==> config.mk <==
export PLATFORM = sky130hd
export DESIGN_NAME = bp_update_sched
export DESIGN_NICKNAME = d
export VERILOG_FILES = /design/src/rtl/bp_pkg.sv /design/src/rtl/bp_upd_fifo.sv /design/src/rtl/bp_update_sched.sv
export SDC_FILE = /design/constraint.sdc
export NUM_CORES = 1
export LEC_CHECK = 0
export ABC_AREA = 1
export BUFFER_PORTS_ARGS = -buffer_cell sky130_fd_sc_hd__buf_2
export CORE_MARGIN = 8
export CORE_UTILIZATION = 30
export DETAILED_ROUTE_END_ITERATION = 16
export GPL_TIMING_DRIVEN = 0
export PLACE_DENSITY = 0.57
export SLEW_MARGIN = 5
export SYNTH_ARGS = -nofsm -noshare
export SYNTH_HDL_FRONTEND = slang
export SYNTH_SLANG_ARGS = --single-unit
==> constraint.sdc <==
create_clock -name clk -period 9.9 [get_ports clk]
set_clock_uncertainty 0.1 [all_clocks]
set_input_delay 1.98 -clock clk [delete_from_list [all_inputs] [get_ports clk]]
set_output_delay 1.98 -clock clk [all_outputs]
set_load 0.02 [all_outputs]
==> src/rtl/bp_pkg.sv <==
// Types shared by the TAGE predictor integration and its update scheduler.
package bp_pkg;

  typedef struct packed {
    logic [31:0] pc;
    logic        pred;
    logic        actual;
    logic [31:0] target;
  } bp_upd_t;

  typedef enum logic [1:0] {
    RUN   = 2'd0,
    DRAIN = 2'd1,
    DONE  = 2'd2,
    WAIT  = 2'd3
  } sched_state_t;

endpackage

==> src/rtl/bp_upd_fifo.sv <==
// Dual-write, single-read circular buffer of resolved branches; slot 1 alone
// lands at the write pointer so the queue stays dense.
module bp_upd_fifo
  import bp_pkg::*;
#(
  parameter  int DEPTH = 4,
  localparam int PW    = $clog2(DEPTH)
) (
  input  logic          clk_i,
  input  logic          rst_ni,
  input  logic          wr0_en_i,
  input  bp_upd_t       wr0_data_i,
  input  logic          wr1_en_i,
  input  bp_upd_t       wr1_data_i,
  input  logic          pop_i,
  output bp_upd_t       head_o,
  output logic [PW:0]   count_o
);

  bp_upd_t       mem_q [DEPTH];
  logic [PW-1:0] wptr_q, wptr_d, rptr_q, rptr_d, wb_idx;
  logic [PW:0]   count_q, count_d;
  logic          wa_en, wb_en;
  bp_upd_t       wa_data;

  always_comb begin
    wa_en   = wr0_en_i | wr1_en_i;
    wa_data = wr0_en_i ? wr0_data_i : wr1_data_i;
    wb_en   = wr0_en_i & wr1_en_i;
    wb_idx  = wptr_q + PW'(1);
    wptr_d  = wptr_q + PW'(wa_en) + PW'(wb_en);
    rptr_d  = rptr_q + PW'(pop_i);
    count_d = count_q + (PW+1)'(wa_en) + (PW+1)'(wb_en) - (PW+1)'(pop_i);
  end

  // Storage carries no reset; only pointers and occupancy are control state.
  always_ff @(posedge clk_i) begin
    if (wa_en) mem_q[wptr_q] <= wa_data;
    if (wb_en) mem_q[wb_idx] <= wr1_data_i;
  end

  always_ff @(posedge clk_i or negedge rst_ni) begin
    if (!rst_ni) begin
      wptr_q  <= '0;
      rptr_q  <= '0;
      count_q <= '0;
    end else begin
      wptr_q  <= wptr_d;
      rptr_q  <= rptr_d;
      count_q <= count_d;
    end
  end

  assign head_o  = mem_q[rptr_q];
  assign count_o = count_q;

endmodule

==> src/rtl/bp_update_sched.sv <==
// Serialises two-wide branch commit onto the predictor's single update port,
// with a drain handshake and saturating update/mispredict statistics.
module bp_update_sched
  import bp_pkg::*;
#(
  parameter int DEPTH = 4,
  parameter int CNT_W = 16
) (
  input  logic             clk,
  input  logic             rst,
  input  logic             cmt0_valid,
  input  logic [31:0]      cmt0_pc,
  input  logic             cmt0_pred,
  input  logic             cmt0_actual,
  input  logic [31:0]      cmt0_target,
  input  logic             cmt1_valid,
  input  logic [31:0]      cmt1_pc,
  input  logic             cmt1_pred,
  input  logic             cmt1_actual,
  input  logic [31:0]      cmt1_target,
  output logic             cmt_ready,
  input  logic             upd_hold,
  input  logic             drain_req,
  output logic             drain_done,
  output logic             update_valid,
  output logic [31:0]      update_pc,
  output logic             update_prediction,
  output logic             update_actual,
  output logic [31:0]      update_target,
  input  logic             stat_clr,
  output logic [CNT_W-1:0] stat_updates,
  output logic [CNT_W-1:0] stat_mispred
);

  localparam int PW = $clog2(DEPTH);

  function automatic logic [CNT_W-1:0] sat_inc(input logic [CNT_W-1:0] v);
    return (&v) ? v : v + {{(CNT_W-1){1'b0}}, 1'b1};
  endfunction

  sched_state_t     state_q;
  logic             drain_done_q;
  logic [PW:0]      count, free_slots;
  bp_upd_t          head, in0, in1;
  logic             pop, mispred;
  logic [CNT_W-1:0] stat_upd_q, stat_upd_d, stat_mis_q, stat_mis_d;

  assign in0 = '{pc: cmt0_pc, pred: cmt0_pred, actual: cmt0_actual, target: cmt0_target};
  assign in1 = '{pc: cmt1_pc, pred: cmt1_pred, actual: cmt1_actual, target: cmt1_target};

  // Credit comes only from registered occupancy; a pop this cycle is ignored.
  assign free_slots = (PW+1)'(DEPTH) - count;
  assign cmt_ready  = (state_q == RUN) && (free_slots >= (PW+1)'(2));

  bp_upd_fifo #(.DEPTH(DEPTH)) u_fifo (
    .clk_i      (clk),
    .rst_ni     (rst),
    .wr0_en_i   (cmt_ready & cmt0_valid),
    .wr0_data_i (in0),
    .wr1_en_i   (cmt_ready & cmt1_valid),
    .wr1_data_i (in1),
    .pop_i      (pop),
    .head_o     (head),
    .count_o    (count)
  );

  assign pop     = (count != '0) && !upd_hold;
  assign mispred = head.pred ^ head.actual;

  always_comb begin
    update_valid      = pop;
    update_pc         = pop ? head.pc     : '0;
    update_prediction = pop & head.pred;
    update_actual     = pop & head.actual;
    update_target     = pop ? head.target : '0;
  end

  always_ff @(posedge clk or negedge rst) begin
    if (!rst) begin
      state_q      <= RUN;
      drain_done_q <= 1'b0;
    end else begin
      drain_done_q <= 1'b0;
      case (state_q)
        RUN:   if (drain_req) state_q <= DRAIN;
        DRAIN: if ((count == '0) || ((count == (PW+1)'(1)) && pop)) begin
                 state_q      <= DONE;
                 drain_done_q <= 1'b1;
               end
        DONE:  state_q <= drain_req ? WAIT : RUN;
        WAIT:  if (!drain_req) state_q <= RUN;
        default: state_q <= RUN;
      endcase
    end
  end

  assign drain_done = drain_done_q;

  always_comb begin
    stat_upd_d = stat_upd_q;
    stat_mis_d = stat_mis_q;
    if (stat_clr) begin
      stat_upd_d = '0;
      stat_mis_d = '0;
    end else if (pop) begin
      stat_upd_d = sat_inc(stat_upd_q);
      if (mispred) stat_mis_d = sat_inc(stat_mis_q);
    end
  end

  always_ff @(posedge clk or negedge rst) begin
    if (!rst) begin
      stat_upd_q <= '0;
      stat_mis_q <= '0;
    end else begin
      stat_upd_q <= stat_upd_d;
      stat_mis_q <= stat_mis_d;
    end
  end

  assign stat_updates = stat_upd_q;
  assign stat_mispred = stat_mis_q;

endmodule

==> results.md, run 1 <==
* Outcome: complete, no violations
* CP max stage delay at 450 ps
* Hold path start: u_fifo.count_o[1]
* Mean post-synth cell area at 8.49 µm²
* Hold/Removal Path Class: reg2reg
* Bufs and invs on worst path at 5
* CTS resizes at 0
* Sequential fraction of the synthesis area at 53.4%
* Post-CTS setup buffer count at 0
* CTS H-tree depth at 2
* Worst Hold Path EP: u_fifo.count_o[2]
* RSZ-0062 raised after global routing: no
* Via-to-Cell Ratio at 4.99
* Crit Path Class: in2out
* Fmax at around 0.16 GHz
* Delay-heaviest family, CP: buffers and inverters
* Leakage power at between 0.008 and 0.009 µW
* Max-slew headroom at 21.1%
* FF-to-FF Start: u_fifo.count_o[0]
* Adder-cell share of the synthesized area at less than 1%
* Worst-path clk slew at 60 ps
* Area leader, netlist: edfxtp_1
* Synth top area share at 47.2%
* FF-to-FF path depth at 13
* Worst Path Arrival at 4220 ps
* Fin nets at 2427
* Post-synth EDFFs at 264
* Starting density of the core at approximately 30%
* Distinct cells, synth at 36
* Startpoint types: primary input
* Fin. Hold Viols at 0
* Period utilization at 63.7%
* CP cell instances: buf_2, nor2_1, inv_1, clkbuf_1, buf_1, a21oi_1, buf_2
* Worst Hold Depth at 1
* Mapped cell area at ~0.017 mm²
* Initial antenna violation count at 2
* Actual slew at the worst max-slew pin at 1180 ps
* Hold slack at 398 ps
* Synth Area in Simple Gates at 20.4%
* DRT iter0 DRCs at 1300
* Syn Nets at between 2000 and 2500
* Power Dens Cells at 263 mW/mm²
* Port bufs at 239
* Synth Warn # at 0
* All-layer global routing usage at around 18%
* Die Area at 0.0639 mm²
* Hold Buf Count CTS at 0
* Cells after synthesis at 1979
* Total power at roughly 5400 µW
* Largest net degree at the start of global routing at 43
* DR vias at ~15000
* FFs w/ async S/R, synth at a little over an eighth
* CTS tree: done
* Main combinational cell family by area after synthesis: simple AND/OR/NAND/NOR gates
* Mux cell area share after synthesis at 0%
* DRC at 0
* Routed wire length at 59400 µm
* Die X at approximately 250 µm
* DIE HEIGHT at 253 µm
* CP max-delay cell: clkbuf_1
* TritonCTS buffer count at 37
* Synth Area in Compound Gates at 17.1%
* Area growth, synth to finish at 22.0%
* Prevailing post-synth register cell: edfxtp_1
* Fraction of layout cells with a size suffix above 1 at about 18%
* Post-synthesis xor/xnor area fraction at 0.782%
* Post-DP HPWL at 42200 µm
* Worst vdd ir at 0.108 mV
* Worst-path maximum fanout at 10
* Boundary pin count at 240
* Clock sinks at 306
* Row count at 86
* Core ar. at around 0.055 mm²
* Fin util at 37.2%
* Root Buffer: clkbuf_16
* Max-cap violations at 0
* Max Transition Viols Final at 0
* Clock latency on the worst-skew pair at 560 ps
* Worst endpoint required time at 7820 ps
* CTS Buffer Depth at 3
* Vias in the first global route at about 15000
* Top cells by area, synth: edfxtp_1 (47%), nand2_1 (10%), o21ai_0 (7.5%), nor2_1 (6.8%), dfrtp_1 (6.3%)
* Most instantiated cells after synthesis: nand2_1 (470), nor2_1 (304), edfxtp_1 (264), o21ai_0 (252), o21ai_1 (187)
* Global-route wire length before repair at 88700 µm
* Worst Setup End Kind: primary output
* Fin crit period at roughly 6300 ps
* Top-count cell post-synth: nand2_1
* WL/cell at just under 20 µm
* Most used cell, CP: buf_2
* Flops & latches, synth at 306
* Worst R2R Setup Slack at ~6400 ps
* Final Wtd Congestion at roughly 0.85
* Post-route ant nets at 0
* Final setup vio count at 0
* R2r endpoint: u_fifo.count_o[2]
* GRT overflow at 0
* DR pass1 iterations at 6
==> worst register-to-register path, delay by kind of cell, from the launching register on <==
| kind | cells | cell delay (ps) |
|---|---|---|
| buffers and inverters | 3 | 270 |
| flip-flops | 1 | 420 |
| adder cells (fa/ha/maj) | 5 | 1500 |
| AO/OA/AOI/OAI | 1 | 640 |
| AND/OR/NAND/NOR | 2 | 160 |
| XOR/XNOR | 2 | 340 |
==> metal layers <==
layer	track usage [%]	vias up	routed length (µm)
met5	0	-	0
met4	5.95	0	1390
met3	3.02	86	4010
met2	30.1	583	28500
met1	23.5	7266	25500
li1	-	7294	-
==> power by group <==
group          switching, µW  leakage [µW]  internal [µW]
registers               69.6       0.00296           1730
logic                   1580       0.00507            708
clock network            551      0.000543            752
total                   2200       0.00857           3190
==> sequential cells by signal, indices dropped and copies added (netlist names) <==
signal          count
drain_done          1
u_fifo.mem_q      264
stat_mispred       16
u_fifo.wptr_q       2
state_q             2
u_fifo.rptr_q       2
stat_updates       16
u_fifo.count_o      3
==> layout make-up <==
type | count | area, µm²
Sequential cell | 306 | 8980
Inverter | 114 | 432
Multi-Input combinational cell | 1429 | 6650
Tap cell | 748 | 936
Fill cell | 5642 | 34700
Clock buffer | 45 | 977
Timing Repair Buffer | 259 | 1580
Buffer | 130 | 800
Clock inverter | 19 | 149
Antenna cell | 2 | 5.00
==> layout by cell type (no fill, tap or decap), types with 3 or more instances in the layout <==
cell type,netlist,routed
buf_1,14,14
buf_16,0,7
nor2_1,304,304
nor3_1,4,4
inv_1,111,111
nand3_1,47,47
o31ai_4,0,4
nor2_2,3,3
nand4_1,18,18
o21ai_0,252,252
xor2_1,8,8
o21ai_2,31,31
clkbuf_16,0,38
fa_1,3,3
o21ai_1,187,187
buf_6,34,36
ha_1,8,8
clkinv_1,1,11
a21oi_1,65,65
o21bai_1,6,6
buf_8,0,11
buf_2,19,258
clkbuf_1,53,60
xnor2_1,7,7
buf_4,8,8
edfxtp_1,264,264
nand2_1,470,470
clkinv_2,1,5
nand3_4,4,4
dfrtp_1,42,42
==> worst max-delay path by stage <==
stage / startpoint / endpoint / slack [ps] / depth (start not counted)
after floorplan: cmt0_valid / u_fifo.mem_q[0][0] / 2160 / 2
after global placement: cmt0_valid / u_fifo.mem_q[1][23] / -2830 / 3
after detailed placement: upd_hold / update_pc[23] / 3580 / 7
after CTS: upd_hold / update_pc[23] / 3570 / 7
after global routing: upd_hold / update_pc[23] / 3500 / 7
final: upd_hold / update_target[0] / 3600 / 7
==> metrics by stage <==
step | setup slack, ps | instances | TNS [ps] | cell area, µm²
after floorplan | 2160 | 1979 | 0 | 16800
after global placement | -2830 | 2966 | -681410 | 18900
after detailed placement | 3580 | 2986 | 0 | 19400
after CTS | 3570 | 3050 | 0 | 20500
after global routing | 3500 | 3050 | 0 | 20500
final | 3600 | 3052 | 0 | 20500
==> kinds of logic after synthesis <==
logic type	Yosys count
buffers and inverters	244
DFF	306
xor gates and xnor gates	15
adders and majority gates	11
AOI/OAI and AO/OA	546
and+or+nand+nor	857
No activity file was read; power rests on OpenSTA's default activity.
==> run 2, diff against run 1 <==
--- a/config.mk
+++ b/config.mk
@@ -5,13 +5,13 @@
 export SDC_FILE = /design/constraint.sdc
 export NUM_CORES = 1
 export LEC_CHECK = 0
-export ABC_AREA = 1
+export ABC_AREA = 0
 export BUFFER_PORTS_ARGS = -buffer_cell sky130_fd_sc_hd__buf_2
 export CORE_MARGIN = 8
 export CORE_UTILIZATION = 30
 export DETAILED_ROUTE_END_ITERATION = 16
 export GPL_TIMING_DRIVEN = 0
-export PLACE_DENSITY = 0.57
+export PLACE_DENSITY = 0.58
 export SLEW_MARGIN = 5
 export SYNTH_ARGS = -nofsm -noshare
 export SYNTH_HDL_FRONTEND = slang
==> constraint.sdc (replaced) <==
create_clock -name clk -period 6.1 [get_ports clk]
set_clock_uncertainty 0.1 [all_clocks]
set_input_delay 1.22 -clock clk [delete_from_list [all_inputs] [get_ports clk]]
set_output_delay 1.22 -clock clk [all_outputs]
set_load 0.02 [all_outputs]
==> results.md, run 2 <==
* Highest Signal Layer: met5
* CP Launch Point: u_fifo.count_o[0]
* Worst-path maximum fanout at 11 (+1)
* Port bufs at 238 (-0.42%)
* WL met3 at 2410 µm (-40%)
* Actual slew at the worst max-slew pin at 1000 ps (-172 ps)
* Sw frac at 32.9% (-7.8 points)
* WL/cell at 21.8 µm (+12%)
* FF-to-FF Start: u_fifo.count_o[0]
* Global-route wire length before repair at 65300 µm (-26%)
* DR vias at 9464 (-38%)
* Worst Path Arrival at 3500 ps (-720 ps)
* Gate power share at 38.0% (-4.4 points)
* Routed wire length at 42900 µm (-28%)
* Worst R2R Setup Slack at 2430 ps (-3970 ps)
* DP Area at 0.0179 mm² (-7.7%)
* Synth top area share at 51.3% (+4.1 points)
* Top-count cell post-synth: mux2_2
* Final design area excluding fillers at 0.0190 mm² (-7.2%)
* Post-route ant nets at 0 (unchanged)
* DRT iter0 DRCs at 393 (-70%)
* Fraction of layout cells with a size suffix above 1 at 53.4% (+35 points)
* Worst Hold Depth at 2 (+1)
* Mapped cell area at 0.0155 mm² (-8.0%)
* Synth Warn # at 0 (unchanged)
* Period utilization at slightly below 80%
* Sequential fraction of the synthesis area at 58.1% (+4.6 points)
* Startpoint types: register
* Fill count at 4957 (-12%)
* TritonCTS buffer count at 37 (unchanged)
* Die X at 243 µm (-3.8%)
* Mean post-synth cell area at 16.1 µm² (+90%)
* Core ar. at 0.0511 mm² (-7.4%)
* Placed cell count at 1894 (-37%)
* Sw Pwr at 2620 µW (+19%)
* Worst vdd ir at 0.206 mV (+90%)
* CTS Buffer Depth at 3 (unchanged)
* All-layer global routing usage at 14.3% (-3.7 points)
* Hold Buf Count CTS at 0 (unchanged)
* Post-synth EDFFs at 264 (unchanged)
* Vias in the first global route at 10400 (-30%)
* Met2 WL post-DR at 21300 µm (-25%)
* CTS H-tree depth at 2 (unchanged)
* DR pass1 iterations at 4 (-2)
* Pre-CTS setup slack at 1150 ps (-2430 ps)
* Flops & latches, synth at 306 (unchanged)
* Setup ws final at 1280 ps (-2320 ps)
* Fin util at 37.2% (+0.077 points)
* FF-to-FF path depth at 12 (-1)
* Fin crit period at 4820 ps
* Crit Path Class: reg2out
* Worst Setup End Kind: primary output
* Power Dens Cells at 418 mW/mm² (+59%)
* FFs w/ async S/R, synth at 13.7% (unchanged)
* P_int at 5330 µW (+67%)
* Most frequent cells in the layout: mux2_2 (265), buf_2 (265), edfxtp_1 (264)
* Die Area at 0.0591 mm² (-7.5%)
* Worst-path clk slew at 50 ps (about the same)
* Via-to-Cell Ratio at 4.82 (-3.5%)
* Max Transition Viols Final at 0 (unchanged)
* Reg power frac at 35.8% (+2.4 points)
* Leakage power at 0.00694 µW (-19%)
* Fmax at 0.208 GHz
* Area growth, synth to finish at 23.0%
* Hold/Removal Path Class: reg2reg
* DIE HEIGHT at 243 µm (-3.8%)
* R2r endpoint: u_fifo.count_o[2]
* Met1 wire length at 18300 µm (-28%)
* CTS tree: done
* RSZ-0062 raised after global routing: no
* Cells after synthesis at 960 (-51%)
* Max reg flops at 264 (unchanged)
* Syn Nets at 1110 (-48%)
* Clock power frac at 26.2% (+2.0 points)
* Largest net degree at the start of global routing at 43 (unchanged)
* Post-Layout Cell Count at 1965 (-36%)
* GRT overflow at 0 (unchanged)
* Final setup vio count at 0 (unchanged)
* Largest register by flop count: u_fifo.mem_q
* Starting density of the core at 30.3% (-0.18 points)
* Prevailing post-synth register cell: edfxtp_1
* Clock sinks at 306 (unchanged)
* Footprint of the multi-input gates at 0.00618 mm² (-7.1%)
* Setup crit end: update_pc[26]
* Worst endpoint required time at 4780 ps (-3040 ps)
* Top cells by area, synth: edfxtp_1 (51%), mux2_2 (19%), mux4_2 (9.6%), dfrtp_1 (6.8%), and2_1 (2.8%)
* Storage cell area at 0.00898 mm² (unchanged)
* Distinct cells, synth at 42 (+17%)
* DRC at 0 (unchanged)
* Outcome: complete, no violations
* Boundary pin count at 240 (unchanged)
* Fin nets at 1403 (-42%)
* Max-cap violations at 0 (unchanged)
* Post-CTS setup buffer count at 0 (unchanged)
* Post-DP HPWL at 29800 µm (-29%)
* Clock latency on the worst-skew pair at 530 ps (-30 ps)
* Fin. Hold Viols at 0 (unchanged)
* Initial antenna violation count at 10 (+8)
* Root Buffer: clkbuf_16
* Max-slew headroom at 33.1% (+12 points)
* Row count at 83 (-3.5%)
* CTS resizes at 0 (unchanged)
* Area leader, netlist: edfxtp_1
* Final Wtd Congestion at 0.755 (-12%)
* Most instantiated cells after synthesis: mux2_2 (265), edfxtp_1 (264), and2_1 (69), mux4_2 (66), dfrtp_1 (42)
-- run 2: cell types whose count changed after synthesis, moves of 34 or more --
cell | before | now
o21ai_1 | 187 | 1
inv_1 | 111 | 15
buf_6 | 34 | 0
nand2_1 | 470 | 16
mux4_2 | 0 | 66
nor2_1 | 304 | 36
mux2_2 | 0 | 265
and2_1 | 1 | 69
o21ai_0 | 252 | 4
nand3_1 | 47 | 11
a21oi_1 | 65 | 4
-- run 2: stage by stage --
step	hold WS, ps	TNS, ps	power [µW]
2_1_floorplan	385	0	4910
3_3_place_gp	430	-442210	5900
3_5_place_dp	424	0	6000
4_1_cts	440	0	8130
5_1_grt	473	0	8370
6_report	438	0	7940
-- run 2: final cells by class --
cell class | count | area share [%]
Clock buffer | 53 | 5.46
Buffer | 62 | 1.54
Timing Repair Buffer | 254 | 8.00
Clock inverter | 14 | 0.493
Tap cell | 680 | 4.47
Antenna cell | 4 | 0.0526
Inverter | 15 | 0.296
Multi-Input combinational cell | 577 | 32.5
Sequential cell | 306 | 47.2
-- run 2: cells by family after synthesis --
family,count (synthesis),share of synthesized area [%]
DFF,306,58.1
AOI/OAI and AO/OA,25,1.12
and+or+nand+nor,177,6.75
buffers and inverters,77,2.26
muxes,332,29.0
adders and majority gates,11,1.04
xor gates and xnor gates,32,1.81
-- run 2: layer usage --
metal	track usage, %	up-vias
met2	24.7	228
met3	3.71	60
met4	3.77	14
li1	-	4336
met1	17.6	4826
met5	0	-
-- run 2: worst min path at each step --
stage                    start          to  slack [ps]
CTS                 state_q[1]  state_q[1]         440
finish              state_q[1]  state_q[1]         440
global route        state_q[1]  state_q[1]         470
floorplan           state_q[1]  state_q[1]         380
global placement    state_q[1]  state_q[1]         430
detailed placement  state_q[1]  state_q[1]         420
-- run 2: critical path, stage by stage (launching register included) --
cell and delay [ps]:
dfrtp_1 410, inv_1 90, ha_1 200, ha_1 180, or2_2 310, inv_1 360
clkbuf_1 490, clkbuf_1 470, and2_1 260, buf_2 180
-- run 2: power groups by stage --
stage / combinational, µW / sequential, µW / clock, µW
floorplan: 2010 / 2900 / 0
global placement: 2950 / 2950 / 0
detailed placement: 3110 / 2890 / 0
CTS: 3120 / 2850 / 2160
global route: 3270 / 2880 / 2220
finish: 3020 / 2850 / 2080
==> run 3, diff against run 2 <==
==> constraint.sdc (replaced) <==
create_clock -name clk -period 4.5 [get_ports clk]
set_clock_uncertainty 0.1 [all_clocks]
set_input_delay 0.9 -clock clk [delete_from_list [all_inputs] [get_ports clk]]
set_output_delay 0.9 -clock clk [all_outputs]
set_load 0.02 [all_outputs]
==> results.md, run 3 (synthesis results as in run 2) <==
* Met3 usage in global routing at 3.72% (+0.011 points)
* R2r endpoint: u_fifo.count_o[2]
* Worst-path clk slew at 50 ps (about the same)
* Die Area at 0.0591 mm² (unchanged)
* Worst Path Arrival at 3170 ps (-330 ps)
* Commonest non-fill, non-tap cell in the layout: buf_2
* GRT overflow at 0 (unchanged)
* Max-cap violations at 0 (unchanged)
* Starting density of the core at 30.3% (unchanged)
* Fin util at 37.1% (-0.13 points)
* WL/cell at 21.6 µm (-0.89%)
* CP Launch Point: u_fifo.rptr_q[1]
* Via-to-Cell Ratio at 4.83 (+0.39%)
* Root Buffer: clkbuf_16
* Placed cell count at 1892 (-0.11%)
* Global-route wire length before repair at 64400 µm (-1.3%)
* Leakage power at 0.00691 µW (-0.35%)
* DR vias at 9486 (+0.23%)
* DIE HEIGHT at 243 µm (unchanged)
* Clock latency on the worst-skew pair at 540 ps (about the same)
* Most frequent cells in the layout: buf_2 (266), mux2_2 (265), edfxtp_1 (264)
* Gr busiest metal: met2
* CTS tree: done
* Vias in the first global route at 10300 (-0.34%)
* Core ar. at 0.0511 mm² (unchanged)
* FF-to-FF Start: u_fifo.count_o[0]
* Fin crit period at about 4200 ps
* Worst R2R Setup Slack at 880 ps (-1550 ps)
* Max Transition Viols Final at 0 (unchanged)
* Hold/Removal Path Class: in2async
* DRC at 0 (unchanged)
* Period utilization at just over 90%
* Largest net degree at the start of global routing at 43 (unchanged)
* Routed wire length at 42400 µm (-1.0%)
* DRT iter0 DRCs at 418 (+6.4%)
* Row count at 83 (unchanged)
* Fin. Hold Viols at 0 (unchanged)
* Pre-CTS setup slack at 144 ps (-1010 ps)
* Post-CTS setup buffer count at 0 (unchanged)
* Post-Layout Cell Count at 1962 (-0.15%)
* Setup crit end: update_pc[17]
* RSZ-0062 raised after global routing: no
* Fin nets at 1401 (-0.14%)
* Power Dens Cells at 566 mW/mm² (+36%)
* Fraction of layout cells with a size suffix above 1 at 53.5% (+0.094 points)
* Largest register by flop count: u_fifo.mem_q
* Final Wtd Congestion at 0.763 (+1.1%)
* Met1 usage at 17.3% (-0.24 points)
* Startpoint types: register
* Worst-path maximum fanout at 10 (-1)
* CTS H-tree depth at 2 (unchanged)
* Initial antenna violation count at 11 (+1)
* TritonCTS buffer count at 37 (unchanged)
* Fmax at 0.240 GHz
* CTS Buffer Depth at 3 (unchanged)
* Area growth, synth to finish at 22.6%
* Worst endpoint required time at 3500 ps (-1280 ps)
* Met2 Use GR at 24.3% (-0.39 points)
* Outcome: complete, no violations
* Worst Setup End Kind: primary output
* All-layer global routing usage at 14.1% (-0.21 points)
* Crit Path Class: reg2out
* Port bufs at 238 (unchanged)
* Max-slew headroom at 28.5% (-4.6 points)
* Setup ws final at 330 ps (-953 ps)
* Boundary pin count at 240 (unchanged)
* Post-DP HPWL at 29300 µm (-1.8%)
* Worst vdd ir at 0.273 mV (+32%)
* FF-to-FF path depth at 12 (unchanged)
* DR pass1 iterations at 4 (unchanged)
* Final setup vio count at 0 (unchanged)
* Post-route ant nets at 0 (unchanged)
* Clock sinks at 306 (unchanged)
* Die X at 243 µm (unchanged)
* Max reg flops at 264 (unchanged)
* Actual slew at the worst max-slew pin at 1070 ps (+69.0 ps)
* Total power at 10700 µW (+35%)
[run 3: how the worst min path moves through the flow]
stage,from,endpoint,slack [ps],cells after the start
after floorplan,state_q[1],state_q[1],380,2
final,rst,stat_mispred[14],420,1
after detailed placement,state_q[1],state_q[1],410,2
after global routing,state_q[1],state_q[1],480,2
after global placement,state_q[1],state_q[1],420,2
after CTS,rst,stat_updates[15],430,1
[run 3: per-stage QoR]
stage,area [µm²],TNS (ps),hold WS [ps]
finish,19000,0,419
global route,18900,0,477
CTS,18900,0,427
detailed placement,17800,0,411
global placement,17500,-273970,422
floorplan,15500,0,385
[run 3: timing repair]
action,4_1_cts,5_1_grt
hold buffers,0,0
setup endpoints to repair,30,21
pin swaps,0,0
resized for setup,2,5
[run 3: metal layers]
metal | part of all wire [%] | up-vias | wire length, µm
met4 | 1.5 | 10 | 640
met5 | 0.15 | - | 65
li1 | - | 4336 | -
met2 | 50 | 217 | 21100
met3 | 5.6 | 52 | 2380
met1 | 43 | 4871 | 18200
[run 3: layout make-up]
| type | count | area [µm²] |
|---|---|---|
| diodes | 7 | 17.5 |
| flip-flops and latches | 306 | 8980 |
| plain buffers | 62 | 298 |
| multi-input cells | 577 | 6180 |
| well taps | 680 | 851 |
| fillers | 4894 | 32100 |
| inverters | 15 | 56.3 |
| repair buffers | 252 | 1470 |
| clock buffers | 49 | 981 |
| clock inverters | 14 | 121 |
[run 3: worst max-delay path, stage by stage, from the launching register on]
cell	delay [ps]
dfrtp_1	410
buf_1	820
buf_1	630
mux4_2	430
and2_1	170
buf_2	150
[run 3: power breakdown]
part / leakage [µW] / total [µW] / switching, µW / internal, µW
clock: 0.000534 / 2810 / 1170 / 1640
combinational: 0.00342 / 4060 / 2240 / 1820
sequential: 0.00296 / 3860 / 142 / 3720
total: 0.00691 / 10700 / 3550 / 7180
